===== config.mk =====
export PLATFORM = sky130hd
export DESIGN_NAME = pipe_ctrl
export DESIGN_NICKNAME = d
export VERILOG_FILES = /design/src/rtl/pipe_ctrl.sv
export SDC_FILE = /design/constraint.sdc
export NUM_CORES = 1
export LEC_CHECK = 0
export CELL_PAD_IN_SITES_DETAIL_PLACEMENT = 0
export CELL_PAD_IN_SITES_GLOBAL_PLACEMENT = 2
export CORE_UTILIZATION = 20
export DETAILED_ROUTE_END_ITERATION = 8
export GPL_ROUTABILITY_DRIVEN = 0
export HOLD_SLACK_MARGIN = 0.08
export PLACE_DENSITY = 0.87
export RECOVER_POWER = 50
export SETUP_SLACK_MARGIN = 0.2
export SYNTH_ARGS = -nofsm -noshare
export SYNTH_HDL_FRONTEND = slang
export SYNTH_SLANG_ARGS = --single-unit

===== constraint.sdc =====
create_clock -name clk -period 4 [get_ports clk]
set_clock_uncertainty 0.1 [all_clocks]
set_input_delay 0.8 -clock clk [delete_from_list [all_inputs] [get_ports clk]]
set_output_delay 0.8 -clock clk [all_outputs]
set_load 0.005 [all_outputs]

===== src/rtl/pipe_ctrl.sv =====
// Sequencing controller for the 4-slot IF/ID/EX/WB pipeline: stage enables, valid bits, boot, squash, interlock, stall.
// Optional perf counters are compiled in with `define PIPE_CTRL_PERF_EN.
module pipe_ctrl #(
  parameter int BOOT_CYCLES = 1,
  parameter int FLUSH_DEPTH = 2
) (
  input  logic       clk,
  input  logic       reset,
  input  logic       stall,
  input  logic       branch_taken,
  input  logic       ex_is_load,
  input  logic [4:0] ex_rd,
  input  logic [4:0] id_rs1,
  input  logic [4:0] id_rs2,
  input  logic       id_uses_rs1,
  input  logic       id_uses_rs2,
  output logic       pc_ce,
  output logic       id_ce,
  output logic       ex_ce,
  output logic       wb_ce,
  output logic       icache_re,
  output logic       id_valid,
  output logic       ex_valid,
  output logic       wb_valid,
  output logic [1:0] ctrl_state
`ifdef PIPE_CTRL_PERF_EN
  ,
  output logic [31:0] perf_bubbles,
  output logic [31:0] perf_flushes
`endif
);

  typedef enum logic [1:0] {
    ST_BOOT  = 2'd0,
    ST_RUN   = 2'd1,
    ST_FLUSH = 2'd2
  } state_e;

  localparam logic [3:0] BOOT_INIT = 4'(BOOT_CYCLES - 1);
  // The redirect itself kills ID and IF; FLUSH only covers the slots beyond those two.
  localparam int         SQ_INT    = (FLUSH_DEPTH > 2) ? FLUSH_DEPTH - 3 : 0;
  localparam logic [2:0] SQ_INIT   = 3'(SQ_INT);

  state_e     state_q, state_d;
  logic [3:0] boot_cnt_q, boot_cnt_d;
  logic [2:0] squash_cnt_q, squash_cnt_d;
  logic       id_valid_q, id_valid_d;
  logic       ex_valid_q, ex_valid_d;
  logic       wb_valid_q, wb_valid_d;

  logic       redirect;
  logic       interlock;
  logic       rs_hit;

  assign redirect  = ex_valid_q & branch_taken;
  assign rs_hit    = (id_uses_rs1 & (id_rs1 == ex_rd)) | (id_uses_rs2 & (id_rs2 == ex_rd));
  assign interlock = ~redirect & ex_valid_q & ex_is_load & (ex_rd != 5'd0) & id_valid_q & rs_hit;

  // State register
  always_ff @(posedge clk) begin
    if (reset) begin
      state_q      <= ST_BOOT;
      boot_cnt_q   <= BOOT_INIT;
      squash_cnt_q <= 3'd0;
      id_valid_q   <= 1'b0;
      ex_valid_q   <= 1'b0;
      wb_valid_q   <= 1'b0;
    end else begin
      state_q      <= state_d;
      boot_cnt_q   <= boot_cnt_d;
      squash_cnt_q <= squash_cnt_d;
      id_valid_q   <= id_valid_d;
      ex_valid_q   <= ex_valid_d;
      wb_valid_q   <= wb_valid_d;
    end
  end

  // Next-state logic
  always_comb begin
    state_d      = state_q;
    boot_cnt_d   = boot_cnt_q;
    squash_cnt_d = squash_cnt_q;
    id_valid_d   = id_valid_q;
    ex_valid_d   = ex_valid_q;
    wb_valid_d   = wb_valid_q;
    if (!stall) begin
      case (state_q)
        ST_BOOT: begin
          if (boot_cnt_q == 4'd0) begin
            state_d    = ST_RUN;
            id_valid_d = 1'b1;
          end else begin
            boot_cnt_d = boot_cnt_q - 4'd1;
          end
        end
        default: begin
          wb_valid_d = ex_valid_q;
          ex_valid_d = id_valid_q & ~interlock & ~redirect;
          id_valid_d = ~redirect & (state_q != ST_FLUSH);
          if (redirect) begin
            if (FLUSH_DEPTH > 2) begin
              state_d      = ST_FLUSH;
              squash_cnt_d = SQ_INIT;
            end else begin
              state_d = ST_RUN;
            end
          end else if (state_q == ST_FLUSH) begin
            if (squash_cnt_q == 3'd0) begin
              state_d = ST_RUN;
            end else begin
              squash_cnt_d = squash_cnt_q - 3'd1;
            end
          end
        end
      endcase
    end
  end

  // Output logic
  always_comb begin
    pc_ce     = 1'b0;
    id_ce     = 1'b0;
    ex_ce     = 1'b0;
    wb_ce     = 1'b0;
    icache_re = 1'b0;
    if (!reset) begin
      icache_re = 1'b1;
      if (!stall) begin
        if (state_q == ST_BOOT) begin
          id_ce = 1'b1;
          ex_ce = 1'b1;
          wb_ce = 1'b1;
        end else if (interlock) begin
          ex_ce = 1'b1;
          wb_ce = 1'b1;
        end else begin
          pc_ce = 1'b1;
          id_ce = 1'b1;
          ex_ce = 1'b1;
          wb_ce = 1'b1;
        end
      end
    end
  end

  assign id_valid   = id_valid_q;
  assign ex_valid   = ex_valid_q;
  assign wb_valid   = wb_valid_q;
  assign ctrl_state = state_q;

`ifdef PIPE_CTRL_PERF_EN
  logic [31:0] perf_bubbles_q, perf_bubbles_d;
  logic [31:0] perf_flushes_q, perf_flushes_d;
  logic        run_adv;

  assign run_adv = ~stall & (state_q != ST_BOOT);

  always_comb begin
    perf_bubbles_d = perf_bubbles_q;
    perf_flushes_d = perf_flushes_q;
    if (run_adv && !ex_valid_d) perf_bubbles_d = perf_bubbles_q + 32'd1;
    if (run_adv && redirect)    perf_flushes_d = perf_flushes_q + 32'd1;
  end

  always_ff @(posedge clk) begin
    if (reset) begin
      perf_bubbles_q <= 32'd0;
      perf_flushes_q <= 32'd0;
    end else begin
      perf_bubbles_q <= perf_bubbles_d;
      perf_flushes_q <= perf_flushes_d;
    end
  end

  assign perf_bubbles = perf_bubbles_q;
  assign perf_flushes = perf_flushes_q;
`endif

endmodule


==> key figures, run 1 <==
Yosys
  – Main synth FF type: dfxtp_1
  – Cell variety after synth: 27
  – Synth warnings: 0
  – Cell area after synthesis: 554.3 um2
  – Yosys reg bits: 8
  – Register area share after synthesis: 28.89%
  – Synthesized instance count: 67
  – Post-synth EDFFs: 0
  – Synth top area cells: dfxtp_1, xnor2_1, nor2_1
  – Post-synth top area cell: dfxtp_1
  – Top cell type's share of synthesized area: 28.89%
  – Ys async rst share: 0%
  – Avg Cell Area, Syn: 8.273 um2
  – Syn Nets: 90

Timing
  – Relative slew slack: 65.66%
  – Crit share post-route: 86.57%
  – RSZ-0062 raised after global routing: no
  – Worst-Margin Slew: 0.5135 ns
  – Minimum clock period: 3.463 ns
  – Slew Limit Fails: 0
  – Final TNS setup: 0 ns
  – Fin. Hold Viols: 0
  – Max Clk Rate: 288.8 MHz
  – # setup viols final: 0

Power
  – Cell Pwr Density: 227.1 mW/mm2
  – Comb pwr share: 28.1%
  – Internal: 153.3 uW
  – Sw frac: 24.03%
  – Worst vdd ir: 109.9 uV
  – Sw Pwr: 48.49 uW
  – Flop pwr share: 42.2%
  – Lkg Pwr: 0.0003137 uW
  – Clock power frac: 29.7%
  – Design Power: 201.8 uW

Floorplan
  – Core area: 0.002545 mm2
  – Die width: 54.65 um
  – Die area: 0.002986 mm2
  – Initial Util: 21.78%
  – Ports: 32
  – # rows: 18
  – Die span in y: 54.65 um

Setup path
  – R2R depth: 6
  – Worst EP arrival: 2.56 ns
  – WP depth: 4
  – Worst r2r src: boot_cnt_q[0]$_SDFFE_PP0P_
  – Crit Path Class: in -> out
  – WP buf/inv: 2
  – CP Max Fanout: 7
  – Worst Setup EP: pc_ce
  – Req. time, crit path: 3.10 ns
  – Critical-path cell list: dlygate4sd3_1 -> nand2b_1 -> a211oi_1 -> clkdlybuf4s50_1
  – Worst Setup End Kind: output port
  – Worst setup SP type: input pin
  – Top delay family on crit path: buffers and inverters
  – FF-to-FF End: boot_cnt_q[0]$_SDFFE_PP0P_
  – Reg2reg setup slack: 2.41 ns
  – Crit path largest cell delay: 0.61 ns
  – CP startpoint: stall
  – Slowest cell on the critical path: dlygate4sd3_1

Clock tree
  – Worst skew pair latency: 0.25 ns
  – CTS tree: done
  – Post-CTS setup buffers: 0
  – Post-cts resize count: 0
  – # H-tree levels: 1
  – Clock sinks: 8
  – # hold bufs at CTS: 0
  – Clock buffer depth: 2
  – CTS clk-pin slew, worst paths: 0.05 ns
  – Inserted Clock Buffers: 3
  – Clk root buf: clkbuf_4

Cells and area
  – P&R area growth vs syn: 60.27%
  – ANT cells: 0
  – Reg area: 160.2 um2
  – Fill count: 274
  – Layout cells sized above 1: 8.333%
  – # nets final: 121
  – Multi-input logic area: 356.6 um2

Place
  – HPWL after DPL: 1.136 mm
  – PortBufs: 30

Flow run
  – MaxCap Viol Count: 0

Global routing
  – GRT Residual Overflow: 0
  – Global router's overall resource usage: 9.595%
  – Vias in the first global route: 505
  – Grt met2 use: 15.86%
  – M1 GR Usage: 12.60%
  – GR peak layer: met2
  – Met3 GRT Util: 1.667%
  – Largest net degree at the start of global routing: 14
  – Global-route wire length before repair: 2.104 mm
  – Initial antenna violation count: 0

Worst hold path
  – Hold Path Class: reg -> reg

Detailed routing
  – Routed len/inst: 10.41 um
  – First-pass iteration count of the detailed router: 4
  – Routed WL: 1.312 mm
  – Drt drc: 0
  – Vias per std cell: 4.373
  – Via count: 551
  – DRT iter0 DRCs: 3
  – Final antenna-violating net count: 0

Run status
  – Status: completed
cells in the final DEF (no fill, tap or decap), drive strengths merged:
| cell type | n |
|---|---|
| xor2 | 2 |
| a311oi | 1 |
| nand2 | 4 |
| nand2b | 1 |
| and2 | 1 |
| o41a | 1 |
| ha | 1 |
| a211oi | 3 |
| o41ai | 1 |
| nand4b | 1 |
| nor2 | 13 |
| clkdlybuf4s50 | 27 |
| a21oi | 1 |
| dlygate4sd3 | 3 |
| nand4 | 2 |
| o22ai | 1 |
| conb | 1 |
| or3b | 1 |
| nor3 | 2 |
| inv | 3 |
| xnor2 | 11 |
| mux2i | 1 |
| clkbuf | 3 |
| dfxtp | 8 |
| nand3 | 3 |
how the worst min path moves through the flow:
stage                                     from  cells past startpoint  slack (ns)                         end
floorplan           boot_cnt_q[3]$_SDFFE_PP0P_                      2        0.38  boot_cnt_q[3]$_SDFFE_PP0P_
global placement    boot_cnt_q[3]$_SDFFE_PP0P_                      2        0.40  boot_cnt_q[3]$_SDFFE_PP0P_
detailed placement       wb_valid$_SDFFE_PP0P_                      2        0.39       wb_valid$_SDFFE_PP0P_
finish                   wb_valid$_SDFFE_PP0P_                      2        0.40       wb_valid$_SDFFE_PP0P_
global route             wb_valid$_SDFFE_PP0P_                      2        0.43       wb_valid$_SDFFE_PP0P_
CTS                      wb_valid$_SDFFE_PP0P_                      2        0.41       wb_valid$_SDFFE_PP0P_
final cells by class:
| type | instances | share of cell area, % |
|---|---|---|
| Clock buffer | 3 | 2.535 |
| Inverter | 3 | 1.268 |
| Multi-Input combinational cell | 52 | 40.14 |
| Sequential cell | 8 | 18.03 |
| Tap cell | 30 | 4.225 |
| Timing Repair Buffer | 30 | 33.80 |
stage by stage:
stage                     cells  worst slack [ns]  cell area (um2)  util [%]  hold WS (ns)
after floorplan              67             1.674            554.3         -        0.3806
after global placement      123            0.5733            868.3     34.12        0.3957
after detailed placement    123            0.5823            868.3     34.12        0.3934
after CTS                   126            0.5767            890.9     35.00        0.4100
after global routing        126            0.4612            888.4     34.91        0.4300
final                       126            0.5372            888.4     34.91        0.4010
power groups by stage:
stage | sequential [uW] | clock (uW) | combinational (uW)
floorplan | 86.3 | 0 | 23.0
finish | 85.1 | 59.9 | 56.8
global route | 85.5 | 66.3 | 61.5
CTS | 85.1 | 61.7 | 58.2
global placement | 86.8 | 0 | 57.7
detailed placement | 86.7 | 0 | 57.9
worst reg2reg max path: stages (launching register included):
cell and delay, ns:
dfxtp_1 0.32, inv_1 0.06, ha_1 0.15, or3b_4 0.40
and2_0 0.21, xnor2_1 0.16, nor2_1 0.05
cells by family after synthesis:
logic type	synth area share [%]
xor+xnor	20.54
compound gates	14.45
buf+inv	6.318
mux	1.806
other cells	0.6766
flops	28.89
simple gates	25.06
fa+ha+maj	2.257
layer usage:
layer  wire length (um)  vias up
li1                   -      285
met3                 58        3
met2                621       16
met1                612      247
met5                  0        -
met4                 19        0
sequential cells by signal, indices dropped and copies added, names as in the netlist:
name        flops
boot_cnt_q      4
ctrl_state      1
ex_valid        1
id_valid        1
wb_valid        1
Yosys cell counts (all sizes together), types with 2 or more instances:
| cell type | instances |
|---|---|
| nand2 | 4 |
| buf | 4 |
| dfxtp | 8 |
| inv | 3 |
| nand4 | 2 |
| nor3 | 2 |
| xor2 | 2 |
| nor2 | 13 |
| nand3 | 3 |
| a211oi | 3 |
| xnor2 | 11 |
No activity file was read; power rests on OpenSTA's default activity.
==> inputs of run 2 (changes only) <==
--- a/config.mk
+++ b/config.mk
@@ -10,10 +10,11 @@
 export CORE_UTILIZATION = 20
 export DETAILED_ROUTE_END_ITERATION = 8
 export GPL_ROUTABILITY_DRIVEN = 0
-export HOLD_SLACK_MARGIN = 0.08
+export HOLD_SLACK_MARGIN = 0.06
 export PLACE_DENSITY = 0.87
 export RECOVER_POWER = 50
 export SETUP_SLACK_MARGIN = 0.2
 export SYNTH_ARGS = -nofsm -noshare
 export SYNTH_HDL_FRONTEND = slang
 export SYNTH_SLANG_ARGS = --single-unit
+export TNS_END_PERCENT = 50
==> constraint.sdc (replaced) <==
create_clock -name clk -period 4 [get_ports clk]
set_clock_uncertainty 0.1 [all_clocks]
set_input_delay 0.8 -clock clk [delete_from_list [all_inputs] [get_ports clk]]
set_output_delay 0.8 -clock clk [all_outputs]
set_load 0.1 [all_outputs]
==> key figures, run 2 (same netlist as run 1, synthesis figures left out) <==
Run status
  – Status: completed (unchanged)

Setup path
  – FF-to-FF End: boot_cnt_q[0]$_SDFFE_PP0P_ (unchanged)
  – Worst setup SP type: input pin (unchanged)
  – Worst Setup End Kind: output port (unchanged)
  – Reg2reg setup slack: 2.39 ns (was 2.41 ns)
  – Worst EP arrival: 2.36 ns (was 2.56 ns)
  – Slowest cell on the critical path: dlygate4sd3_1 (unchanged)
  – Worst r2r src: boot_cnt_q[0]$_SDFFE_PP0P_ (unchanged)
  – CP Max Fanout: 7 (unchanged)
  – R2R depth: 6 (unchanged)
  – Crit path largest cell delay: 0.62 ns (was 0.61 ns)
  – WP buf/inv: 2 (unchanged)
  – Req. time, crit path: 3.10 ns (about the same)
  – Top delay family on crit path: buffers and inverters (unchanged)
  – Critical-path cell list: dlygate4sd3_1 -> nand2b_1 -> a211oi_1 -> buf_12 (was dlygate4sd3_1 -> nand2b_1 -> a211oi_1 -> clkdlybuf4s50_1)
  – Crit Path Class: in -> out (unchanged)

Detailed routing
  – Wl on met1: 674 um (was 612 um)
  – Routed len/inst: 10.94 um (was 10.41 um)
  – Vias per std cell: 4.365 (was 4.373)
  – Routed WL: 1.378 mm (was 1.312 mm)
  – Highest routed layer: met3 (was met4)
  – Final antenna-violating net count: 0 (unchanged)
  – Via count: 550 (was 551)
  – Routed wl met2: 615 um (was 621 um)
  – Met3 wire len: 88 um (was 58 um)
  – Drt drc: 0 (unchanged)
  – DRT iter0 DRCs: 9 (was 3)
  – First-pass iteration count of the detailed router: 4 (unchanged)

Power
  – Sw Pwr: 88.54 uW (was 48.49 uW)
  – Internal: 154.5 uW (was 153.3 uW)
  – Comb pwr share: 40.3% (was 28.1%)
  – Sw frac: 36.43% (was 24.03%)
  – Worst vdd ir: 159.2 uV (was 109.9 uV)
  – Lkg Pwr: 0.0003194 uW (was 0.0003137 uW)
  – Clock power frac: 24.7% (was 29.7%)
  – Flop pwr share: 35.1% (was 42.2%)
  – Cell Pwr Density: 270.2 mW/mm2 (was 227.1 mW/mm2)

Clock tree
  – # hold bufs at CTS: 0 (unchanged)
  – Post-CTS setup buffers: 0 (unchanged)
  – Clock buffer depth: 2 (unchanged)
  – # H-tree levels: 1 (unchanged)
  – CTS tree: done (unchanged)
  – Inserted Clock Buffers: 3 (unchanged)
  – Clk root buf: clkbuf_4 (unchanged)
  – Clock sinks: 8 (unchanged)
  – Post-cts resize count: 0 (unchanged)
  – Worst skew pair latency: 0.25 ns (about the same)
  – CTS clk-pin slew, worst paths: 0.06 ns (was 0.05 ns)

Cells and area
  – # nets final: 121 (unchanged)
  – Count of non-filler cells in the finished layout: 126 (unchanged)
  – Layout cells sized above 1: 13.54% (was 8.333%)
  – Largest register by flop count: boot_cnt_q (unchanged)
  – Commonest non-fill, non-tap cell in the layout: clkdlybuf4s50_1 (unchanged)
  – Max reg flops: 4 (unchanged)
  – ANT cells: 0 (unchanged)
  – Most frequent cells in the layout: clkdlybuf4s50_1, nor2_1, xnor2_1, dfxtp_1, nand2_1 (unchanged)
  – P&R area growth vs syn: 62.30% (was 60.27%)

Global routing
  – GRT Residual Overflow: 0 (unchanged)
  – Initial antenna violation count: 0 (unchanged)
  – Global-route wire length before repair: 2.325 mm (was 2.104 mm)
  – Largest net degree at the start of global routing: 14 (unchanged)
  – Vias in the first global route: 548 (was 505)
  – Global router's overall resource usage: 10.86% (was 9.595%)

Timing
  – Minimum clock period: 3.261 ns (was 3.463 ns)
  – Crit share post-route: 81.53% (was 86.57%)
  – Slew Limit Fails: 0 (unchanged)
  – Fin. Hold Viols: 0 (unchanged)
  – Hold WS: 0.4226 ns (was 0.4010 ns)
  – RSZ-0062 raised after global routing: no (unchanged)
  – Worst-Margin Slew: 0.9761 ns (was 0.5135 ns)
  – Final TNS setup: 0 ns (unchanged)
  – Max Clk Rate: 306.6 MHz (was 288.8 MHz)
  – # setup viols final: 0 (unchanged)
  – Relative slew slack: 34.72% (was 65.66%)

Worst hold path
  – Hold depth: 2 (unchanged)
  – Worst Hold End: boot_cnt_q[3]$_SDFFE_PP0P_ (was wb_valid$_SDFFE_PP0P_)
  – Hold Startpoint: boot_cnt_q[3]$_SDFFE_PP0P_ (was wb_valid$_SDFFE_PP0P_)
  – Hold Path Class: reg -> reg (unchanged)

Floorplan
  – Die area: 0.002986 mm2 (unchanged)
  – Ports: 32 (unchanged)
  – # rows: 18 (unchanged)
  – Die width: 54.65 um (unchanged)
  – Initial Util: 21.78% (unchanged)
  – Core area: 0.002545 mm2 (unchanged)
  – Die span in y: 54.65 um (unchanged)

Place
  – PortBufs: 30 (unchanged)
  – Placed Instances: 123 (unchanged)
  – HPWL after DPL: 1.157 mm (was 1.136 mm)

Flow run
  – MaxCap Viol Count: 0 (unchanged)
==> run 2: how the worst max path moves through the flow <==
stage,end,slack (ns),depth (start not counted),start
global route,pc_ce,0.64,4,stall
detailed placement,pc_ce,0.80,6,ex_rd[1]
finish,pc_ce,0.74,4,stall
CTS,pc_ce,0.80,6,ex_rd[1]
floorplan,pc_ce,-0.44,3,ctrl_state[0]$_SDFFE_PP0P_
global placement,pc_ce,0.78,6,ex_rd[1]
==> run 2: power groups by stage <==
stage	registers (uW)	clock network (uW)	logic [uW]
after detailed placement	86.9	0	99.6
after global placement	87.0	0	99.3
after global routing	85.6	67.6	103
after CTS	85.2	63.7	99.8
final	85.3	59.9	97.9
after floorplan	104	0	45.4
==> run 2: cell type report <==
class / instances / area (um2)
Clock buffer: 3 / 22.52
Fill cell: 277 / 1645
Inverter: 3 / 11.26
Multi-Input combinational cell: 52 / 355.3
Sequential cell: 8 / 160.2
Tap cell: 30 / 37.54
Timing Repair Buffer: 30 / 312.8
==> run 2: metrics by stage <==
stage | setup WS (ns) | instance area (um2) | total power [uW] | utilization, %
after floorplan | -0.4409 | 560.5 | 148.9 | -
after global placement | 0.7765 | 887.1 | 186.2 | 34.86
after detailed placement | 0.7967 | 887.1 | 186.4 | 34.86
after CTS | 0.7954 | 909.6 | 248.7 | 35.74
after global routing | 0.6420 | 899.6 | 256.6 | 35.35
final | 0.7387 | 899.6 | 243.1 | 35.35
==> run 2: worst register-to-register path, delay by kind of cell (launching register included) <==
family | cells | cell delay (ns)
xor gates and xnor gates | 1 | 0.16
adders and majority gates | 1 | 0.16
DFF | 1 | 0.33
buffers and inverters | 1 | 0.06
and+or+nand+nor | 3 | 0.67
==> run 2: metal layers <==
metal  vias up  GRT usage (%)
li1        287              -
met4         0          1.282
met1       243          14.29
met2        20          17.27
met5         -              0
met3         0          3.889
==> inputs of run 3 (changes only) <==
--- a/config.mk
+++ b/config.mk
@@ -7,11 +7,11 @@
 export LEC_CHECK = 0
 export CELL_PAD_IN_SITES_DETAIL_PLACEMENT = 0
 export CELL_PAD_IN_SITES_GLOBAL_PLACEMENT = 2
-export CORE_UTILIZATION = 20
+export CORE_UTILIZATION = 17
 export DETAILED_ROUTE_END_ITERATION = 8
 export GPL_ROUTABILITY_DRIVEN = 0
 export HOLD_SLACK_MARGIN = 0.06
-export PLACE_DENSITY = 0.87
+export PLACE_DENSITY = 0.8
 export RECOVER_POWER = 50
 export SETUP_SLACK_MARGIN = 0.2
 export SYNTH_ARGS = -nofsm -noshare
==> constraint.sdc (replaced) <==
create_clock -name clk -period 2.88 [get_ports clk]
set_clock_uncertainty 0.1 [all_clocks]
set_input_delay 0.576 -clock clk [delete_from_list [all_inputs] [get_ports clk]]
set_output_delay 0.576 -clock clk [all_outputs]
set_load 0.1 [all_outputs]
==> key figures, run 3 (same netlist as run 1, synthesis figures left out) <==
Run status
  – Status: completed (unchanged)

Setup path
  – Crit Path Class: in -> out (unchanged)
  – Worst Setup End Kind: output port (unchanged)
  – Req. time, crit path: 2.20 ns (was 3.10 ns)
  – Worst setup SP type: input pin (unchanged)
  – CP Max Fanout: 5 (was 7)
  – Worst EP arrival: 1.94 ns (was 2.36 ns)

Cells and area
  – Layout cells sized above 1: 24.00% (was 13.54%)
  – Final instance area: 0.001031 mm2 (was 899.6 um2)
  – Post-Route Utilization: 33.50% (was 35.35%)
  – Largest register by flop count: boot_cnt_q (unchanged)
  – Max reg flops: 4 (unchanged)
  – Fill count: 333 (was 277)
  – ANT cells: 0 (unchanged)
  – # nets final: 125 (was 121)
  – Count of non-filler cells in the finished layout: 144 (was 126)
  – P&R area growth vs syn: 86.00% (was 62.30%)
  – Most frequent cells in the layout: xnor2_1, nor2_1, dlymetal6s2s_1, dfxtp_1, clkdlybuf4s50_1 (was clkdlybuf4s50_1, nor2_1, xnor2_1, dfxtp_1, nand2_1)

Detailed routing
  – Routed len/inst: 9.896 um (was 10.94 um)
  – Vias per std cell: 3.903 (was 4.365)
  – Final antenna-violating net count: 0 (unchanged)
  – Via count: 562 (was 550)
  – Routed WL: 1.425 mm (was 1.378 mm)
  – DRT iter0 DRCs: 9 (unchanged)
  – First-pass iteration count of the detailed router: 4 (unchanged)
  – Drt drc: 0 (unchanged)

Clock tree
  – CTS tree: done (unchanged)
  – Clk root buf: clkbuf_4 (unchanged)
  – Inserted Clock Buffers: 3 (unchanged)
  – Clock buffer depth: 2 (unchanged)
  – # hold bufs at CTS: 0 (unchanged)
  – CTS clk-pin slew, worst paths: 0.05 ns (was 0.06 ns)
  – Worst skew pair latency: 0.25 ns (about the same)
  – Clock sinks: 8 (unchanged)
  – # H-tree levels: 1 (unchanged)

Floorplan
  – Core area: 0.003078 mm2 (was 0.002545 mm2)
  – Die span in y: 59.10 um (was 54.65 um)
  – Die width: 59.10 um (was 54.65 um)
  – # rows: 20 (was 18)
  – Die area: 0.003493 mm2 (was 0.002986 mm2)
  – Initial Util: 18.01% (was 21.78%)
  – Ports: 32 (unchanged)

Global routing
  – GRT Residual Overflow: 0 (unchanged)
  – Global-route wire length before repair: 2.380 mm (was 2.325 mm)
  – Largest net degree at the start of global routing: 9 (was 14)
  – Global router's overall resource usage: 9.291% (was 10.86%)
  – Vias in the first global route: 535 (was 548)
  – Initial antenna violation count: 0 (unchanged)

Place
  – Dpl cell area: 975.9 um2 (was 887.1 um2)
  – Placed Instances: 139 (was 123)
  – HPWL after DPL: 1.216 mm (was 1.157 mm)
  – PortBufs: 30 (unchanged)
  – Worst slack at placement: -0.06348 ns (was 0.7967 ns)

Power
  – Lkg Pwr: 0.0004389 uW (was 0.0003194 uW)
  – Worst vdd ir: 139.4 uV (was 159.2 uV)
  – Cell Pwr Density: 337.7 mW/mm2 (was 270.2 mW/mm2)

Timing
  – Slew Limit Fails: 0 (unchanged)
  – Relative slew slack: 21.36% (was 34.72%)
  – Minimum clock period: 2.618 ns
  – Hold WS: 0.4088 ns (was 0.4226 ns)
  – RSZ-0062 raised after global routing: no (unchanged)
  – Crit share post-route: 90.90%
  – Worst-Margin Slew: 1.185 ns (was 0.9761 ns)
  – Worst setup margin: 0.2622 ns (was 0.7387 ns)
  – Max Clk Rate: 382.0 MHz
  – # setup viols final: 0 (unchanged)
  – Fin. Hold Viols: 0 (unchanged)

Flow run
  – MaxCap Viol Count: 0 (unchanged)

Worst hold path
  – Hold Path Class: reg -> reg (unchanged)
run 3: per-stage QoR:
stage | setup TNS, ns | total power (uW)
2_1_floorplan | 0 | 210.6
3_3_place_gp | -0.01512 | 270.4
3_5_place_dp | -0.09075 | 270.5
4_1_cts | 0 | 359.1
5_1_grt | 0 | 369.1
6_report | 0 | 348.1
run 3: power breakdown:
part	leakage, uW	switching, uW	internal (uW)
logic	0.000359	90.1	55.8
clock network	0.0000138	35.9	47.5
registers	0.0000658	4.23	115
run 3: worst paths after layout:
path                                    from                    endpoint  slack [ns]  depth (start not counted)
setup / recovery                       stall                       pc_ce        0.26                          4
hold / removal         wb_valid$_SDFFE_PP0P_       wb_valid$_SDFFE_PP0P_        0.41                          2
hold reg to reg        wb_valid$_SDFFE_PP0P_       wb_valid$_SDFFE_PP0P_        0.41                          2
setup reg to reg  boot_cnt_q[0]$_SDFFE_PP0P_  boot_cnt_q[0]$_SDFFE_PP0P_        1.28                          6
run 3: worst max-delay path, cell delays in order:
cell and delay [ns]:
dlygate4sd3_1 0.64, nand2b_1 0.24, a211oi_4 0.27, buf_12 0.21
run 3: metal layers:
| layer | wire (um) | global-route usage, % | share of wire (%) |
|---|---|---|---|
| met5 | 0 | 0 | 0 |
| met4 | 0 | 2.041 | 0 |
| met3 | 86 | 4.585 | 6.0 |
| met2 | 635 | 13.31 | 45 |
| met1 | 703 | 12.47 | 49 |
run 3: final cells by class:
class,count,area (um2),share of cell area (%)
clock buffers,3,22.52,2.184
inverters,3,11.26,1.092
multi-input cells,52,406.6,39.44
repair buffers,34,372.9,36.17
well taps,44,55.05,5.340
flip-flops and latches,8,162.7,15.78
run 3: what timing repair did:
item / 4_1_cts / 5_1_grt
pin swaps: 3 / 9
gates resized for setup: 7 / 9
endpoints found under the setup margin: 2 / 2
setup buffers: 1 / 1
